$ cat src/rtl/ball_renderer.sv
// ball_renderer: bouncing-ball sprite overlay driven by an external sync generator.
// Ports: clk/reset (async, active-high); hpos/vpos/display_on/hsync/vsync from
// the sync generator; enable freezes motion when low; hsync_out/vsync_out/rgb/
// ball_gfx are the one-cycle-delayed, aligned video outputs; bounce_count is a
// saturating bounce counter; corner_hit pulses when both axes bounce together.
module ball_renderer #(
   parameter int BALL_SIZE = 4,
   parameter int H_MAX     = 256,
   parameter int V_MAX     = 240,
   parameter int X_INIT    = 128,
   parameter int Y_INIT    = 128,
   parameter int X_SPEED   = 2,
   parameter int Y_SPEED   = 2
) (
   input  logic       clk,
   input  logic       reset,
   input  logic [8:0] hpos,
   input  logic [8:0] vpos,
   input  logic       display_on,
   input  logic       hsync,
   input  logic       vsync,
   input  logic       enable,
   output logic       hsync_out,
   output logic       vsync_out,
   output logic [2:0] rgb,
   output logic       ball_gfx,
   output logic [7:0] bounce_count,
   output logic       corner_hit
);
   localparam logic [9:0] X_LIM = 10'(H_MAX - BALL_SIZE);
   localparam logic [9:0] Y_LIM = 10'(V_MAX - BALL_SIZE);
   localparam logic [9:0] XS    = 10'(X_SPEED);
   localparam logic [9:0] YS    = 10'(Y_SPEED);
   localparam logic [8:0] BS    = 9'(BALL_SIZE);
   logic [8:0] ball_x_q, ball_x_d, ball_y_q, ball_y_d, dx, dy;
   logic       dir_x_q, dir_x_d, dir_y_q, dir_y_d;
   logic       vsync_q, armed_q, move, x_bounce, y_bounce, hit;
   logic [9:0] x_ext, y_ext, x_next, y_next;
   logic [7:0] count_q, count_d;
   logic       corner_q, gfx_q, hs_q, vs_q;
   logic [2:0] rgb_q;
   // armed_q blocks a tick until vsync has been seen low after reset, so a
   // vsync that is already high when reset releases is not taken as an edge.
   always_comb begin
      move     = vsync & ~vsync_q & armed_q & enable;
      x_ext    = {1'b0, ball_x_q};
      y_ext    = {1'b0, ball_y_q};
      x_bounce = dir_x_q ? (x_ext < XS) : (x_ext + XS >= X_LIM);
      y_bounce = dir_y_q ? (y_ext < YS) : (y_ext + YS >= Y_LIM);
      x_next   = dir_x_q ? (x_bounce ? 10'd0 : x_ext - XS) : (x_bounce ? X_LIM : x_ext + XS);
      y_next   = dir_y_q ? (y_bounce ? 10'd0 : y_ext - YS) : (y_bounce ? Y_LIM : y_ext + YS);
      ball_x_d = move ? 9'(x_next) : ball_x_q;
      ball_y_d = move ? 9'(y_next) : ball_y_q;
      dir_x_d  = dir_x_q ^ (move & x_bounce);
      dir_y_d  = dir_y_q ^ (move & y_bounce);
      count_d  = (move & (x_bounce | y_bounce) & (count_q != 8'hFF)) ? count_q + 8'd1 : count_q;
      // Modular difference: beam positions left of / above the ball wrap large.
      dx       = hpos - ball_x_q;
      dy       = vpos - ball_y_q;
      hit      = (dx < BS) & (dy < BS);
   end
   always_ff @(posedge clk or posedge reset) begin
      if (reset) begin
         ball_x_q <= 9'(X_INIT);
         ball_y_q <= 9'(Y_INIT);
         dir_x_q  <= 1'b0;
         dir_y_q  <= 1'b0;
         vsync_q  <= 1'b0;
         armed_q  <= 1'b0;
         count_q  <= 8'd0;
         corner_q <= 1'b0;
         gfx_q    <= 1'b0;
         rgb_q    <= 3'b000;
         hs_q     <= 1'b0;
         vs_q     <= 1'b0;
      end else begin
         ball_x_q <= ball_x_d;
         ball_y_q <= ball_y_d;
         dir_x_q  <= dir_x_d;
         dir_y_q  <= dir_y_d;
         vsync_q  <= vsync;
         armed_q  <= armed_q | ~vsync;
         count_q  <= count_d;
         corner_q <= move & x_bounce & y_bounce;
         gfx_q    <= hit & display_on;
         rgb_q    <= {3{hit & display_on}};
         hs_q     <= hsync;
         vs_q     <= vsync;
      end
   end
   assign hsync_out    = hs_q;
   assign vsync_out    = vs_q;
   assign rgb          = rgb_q;
   assign ball_gfx     = gfx_q;
   assign bounce_count = count_q;
   assign corner_hit   = corner_q;
endmodule

$ cat config.mk
export PLATFORM = sky130hd
export DESIGN_NAME = ball_renderer
export DESIGN_NICKNAME = d
export VERILOG_FILES = /design/src/rtl/ball_renderer.sv
export SDC_FILE = /design/constraint.sdc
export NUM_CORES = 1
export LEC_CHECK = 0
export ABC_CLOCK_PERIOD_IN_PS = 3350
export CELL_PAD_IN_SITES_DETAIL_PLACEMENT = 1
export CELL_PAD_IN_SITES_GLOBAL_PLACEMENT = 2
export CORE_ASPECT_RATIO = 0.5
export CORE_MARGIN = 3
export CORE_UTILIZATION = 33
export DETAILED_ROUTE_END_ITERATION = 16
export PLACE_DENSITY = 0.86
export SLEW_MARGIN = 0
export SYNTH_ARGS = -nofsm -noshare
export SYNTH_HDL_FRONTEND = slang
export SYNTH_SLANG_ARGS = --single-unit
$ cat constraint.sdc
create_clock -name clk -period 3.35 [get_ports clk]
set_input_delay 0.5025 -clock clk [delete_from_list [all_inputs] [get_ports clk]]
set_output_delay 0.5025 -clock clk [all_outputs]
set_load 0.005 [all_outputs]
==> results.yml <==
sta:
  fin_tns_setup_ns: 0
  worst_pin_slew_ns: 0.8922
  slew_violations: 0
  worst_slack_ns: 0.1751
  rsz0062_at_grt: "no"
  skew_ns: 0.003393
  period_needed_ns: 3.175
  post-route-period-util_pct: 94.77
  fmax_mhz: 315.0
  finalSetupViolations: 0
  relSlewSlack_pct: 40.52
  hold_viol_final: 0
synthesis:
  synth.cell_area_um2: 2684
  synth_edf_count: 0
  synthesis.nets: 366
  ys_warn_count: 0
  ys_ff_latch: 31
  synthFlopType: "dfrtp_1"
  ys_seq_area_share_pct: 29.00
  async_reset_ff_share_pct: 100.0
  synth_cells: 323
  avgSynthCellArea_um2: 8.309
  ys_types: 65
run_status:
  status: "finished, final reports clean"
critical_path:
  start_kind: "flop"
  slowest_stage: "or4b_4"
  arrival_ns: 3.34
  crit_family: "compound AO/OA/AOI/OAI gates"
  required_ns: 3.52
  end_kind: "flop"
  critPathKind: "flop to flop"
  cpPeakStageDelay_ns: 0.52
  crit_chain: "inv_1, ha_1, or4b_4, o41a_1, nor4_2, a31oi_2, a211oi_2, mux2_1"
  cp_max_fo: 8
  cp_num_buf_inv: 1
drt:
  vias: 2586
  first_pass_iters: 4
  wl_per_cell_um: 17.41
  drt_iter0_drc: 152
  ant_nets: 0
  drc: 0
  viasPerCell: 5.597
  routed_wirelength_um: 8044
cells_and_area:
  diodes: 0
  most-common-layout-cells: "clkdlybuf4s50_1 (36), dfrtp_1 (29), inv_1 (26), a21oi_1 (24)"
  fillers: 932
  layout.nets: 396
  final_common_cell: "clkdlybuf4s50_1"
  drive_gt1_share_pct: 9.605
  stdcell_count: 462
  area_growth_pct: 23.40
floorplanning:
  start_util_pct: 35.33
  core_area_um2: 7597
  core.rowCount: 22
  die_h_um: 69.77
  die_w_um: 133.5
  io-pin-count: 39
  die_area_um2: 9317
clock_network:
  post_cts_buffers: 0
  clkTransAtPathRegs_ns: 0.06
  ctsHoldBuffers: 0
  cts_tree: "done"
  cts-root-buf: "clkbuf_16"
  insertion_delay_ns: 0.29
  numCtsBuffers: 5
  cts_sinks: 31
  clockBufferDepth: 2
  h-tree-depth: 2
grt:
  grt_use_total_pct: 17.67
  grt_pass1_wl_um: 13330
  antenna_found_initial: 0
  grt_max_degree: 32
  grt-ovfl-total: 0
  grt_pass1_vias: 2647
place:
  pre_cts_ws_ns: 0.08954
  io_buffers: 36
  placedCellCount: 454
  hpwl_um: 6123
  gp_congestion: 0.8741
power_and_ir_drop:
  p_sw_share_pct: 46.25
  seqPwrFrac_pct: 28.4
  leakagePower_nw: 1.357
  clock_power_share_pct: 20.7
  net-switching-power_mw: 1.213
  power_density_nw_per_um2: 792.2
  finalPower_mw: 2.624
  p_int_mw: 1.410
  ir_worst_vdd_mv: 0.2646
  share_comb_of_total_power_pct: 51.0
job:
  maxCapViolCount: 0
hold_path:
  min_path_type: "flop to flop"
power groups by stage:
stage	clock, mW	combinational (mW)	sequential [mW]
after floorplan	0	1.09	0.584
after global placement	0	1.25	0.735
after detailed placement	0	1.31	0.743
after CTS	0.549	1.32	0.738
after global routing	0.565	1.49	0.777
final	0.542	1.34	0.744
repair_timing:
action | in CTS | in global routing
endpoints found under the setup margin | 0 | 2
endpoints found under the hold margin | 0 | 0
resized for setup | 0 | 5
synthesized netlist by cell type, types with 3 or more instances:
| master | count | area (µm²) |
|---|---|---|
| a21o_1 | 3 | 22.52 |
| a21oi_1 | 25 | 125.1 |
| a21oi_2 | 5 | 43.79 |
| a2bb2oi_1 | 3 | 26.28 |
| a31oi_1 | 8 | 50.05 |
| and3_1 | 3 | 18.77 |
| buf_4 | 5 | 37.54 |
| clkbuf_1 | 9 | 33.78 |
| dfrtp_1 | 29 | 725.7 |
| ha_1 | 19 | 237.7 |
| inv_1 | 26 | 97.59 |
| mux2_1 | 3 | 33.78 |
| nand2_1 | 19 | 71.32 |
| nand2b_1 | 5 | 31.28 |
| nand3_1 | 11 | 55.05 |
| nand4_1 | 7 | 43.79 |
| nand4b_1 | 4 | 35.03 |
| nor2_1 | 15 | 56.30 |
| nor3_1 | 16 | 80.08 |
| nor4_1 | 4 | 25.02 |
| o21a_1 | 9 | 67.56 |
| o21ai_0 | 18 | 90.09 |
| o22a_1 | 3 | 26.28 |
| o22ai_1 | 5 | 31.28 |
| or3_1 | 4 | 25.02 |
| or4_1 | 3 | 22.52 |
| xnor2_1 | 7 | 61.31 |
| xor2_1 | 7 | 61.31 |
per-layer routing:
metal / part of all wire (%) / vias to the layer above / GRT usage (%)
met4: 0.99 / 0 / 4.447
met1: 50 / 1282 / 23.77
met2: 47 / 32 / 29.27
met3: 2.3 / 7 / 3.406
li1: - / 1265 / -
met5: 0 / - / 0
cell families (layout without fill, tap and decap cells):
logic type	count (synthesis)	after routing	synth area share, %
AOI/OAI and AO/OA	108	108	27.93
and+or+nand+nor	102	102	20.61
buffers and inverters	46	77	7.786
DFF	31	31	29.00
adders and majority gates	19	19	8.858
xor gates and xnor gates	14	14	4.569
muxes	3	3	1.259
area by class of cell:
cell class / instances / area [µm²] / area share [%]
multi-input cells: 246 / 1719 / 51.91
flip-flops and latches: 31 / 778.2 / 23.50
inverters: 26 / 97.59 / 2.947
clock buffers: 5 / 125.1 / 3.778
clock inverters: 3 / 43.79 / 1.322
well taps: 108 / 135.1 / 4.080
repair buffers: 43 / 412.9 / 12.47
worst register-to-register path: stages, from the launching register on:
cell      delay, ns
dfrtp_1        0.45
inv_1          0.19
ha_1           0.26
or4b_4         0.53
o41a_1         0.43
nor4_2         0.34
a31oi_2        0.19
a211oi_2       0.33
mux2_1         0.35
through the flow:
step | util [%] | hold slack, ns | instance area (µm²)
6_report | 43.59 | 0.5024 | 3312
5_1_grt | 43.59 | 0.5148 | 3312
4_1_cts | 43.30 | 0.5015 | 3289
3_5_place_dp | 41.07 | 0.4843 | 3120
3_3_place_gp | 41.07 | 0.4630 | 3120
2_1_floorplan | - | 0.4495 | 2684
worst paths after layout:
kind	start	to	slack, ns	depth (start not counted)
max in group asynchronous	reset	ball_y_q[7]$_DFFE_PP1P_	2.40	3
min reg2reg	bounce_count[4]$_DFFE_PP0P_	bounce_count[4]$_DFFE_PP0P_	0.50	1
max	ball_x_q[2]$_DFFE_PP0P_	bounce_count[7]$_DFFE_PP0P_	0.18	8
min in group asynchronous	reset	bounce_count[5]$_DFFE_PP0P_	0.61	3
max reg2reg	ball_x_q[2]$_DFFE_PP0P_	bounce_count[7]$_DFFE_PP0P_	0.18	8
min	bounce_count[4]$_DFFE_PP0P_	bounce_count[4]$_DFFE_PP0P_	0.50	1
No activity file was read; power rests on OpenSTA's default activity.
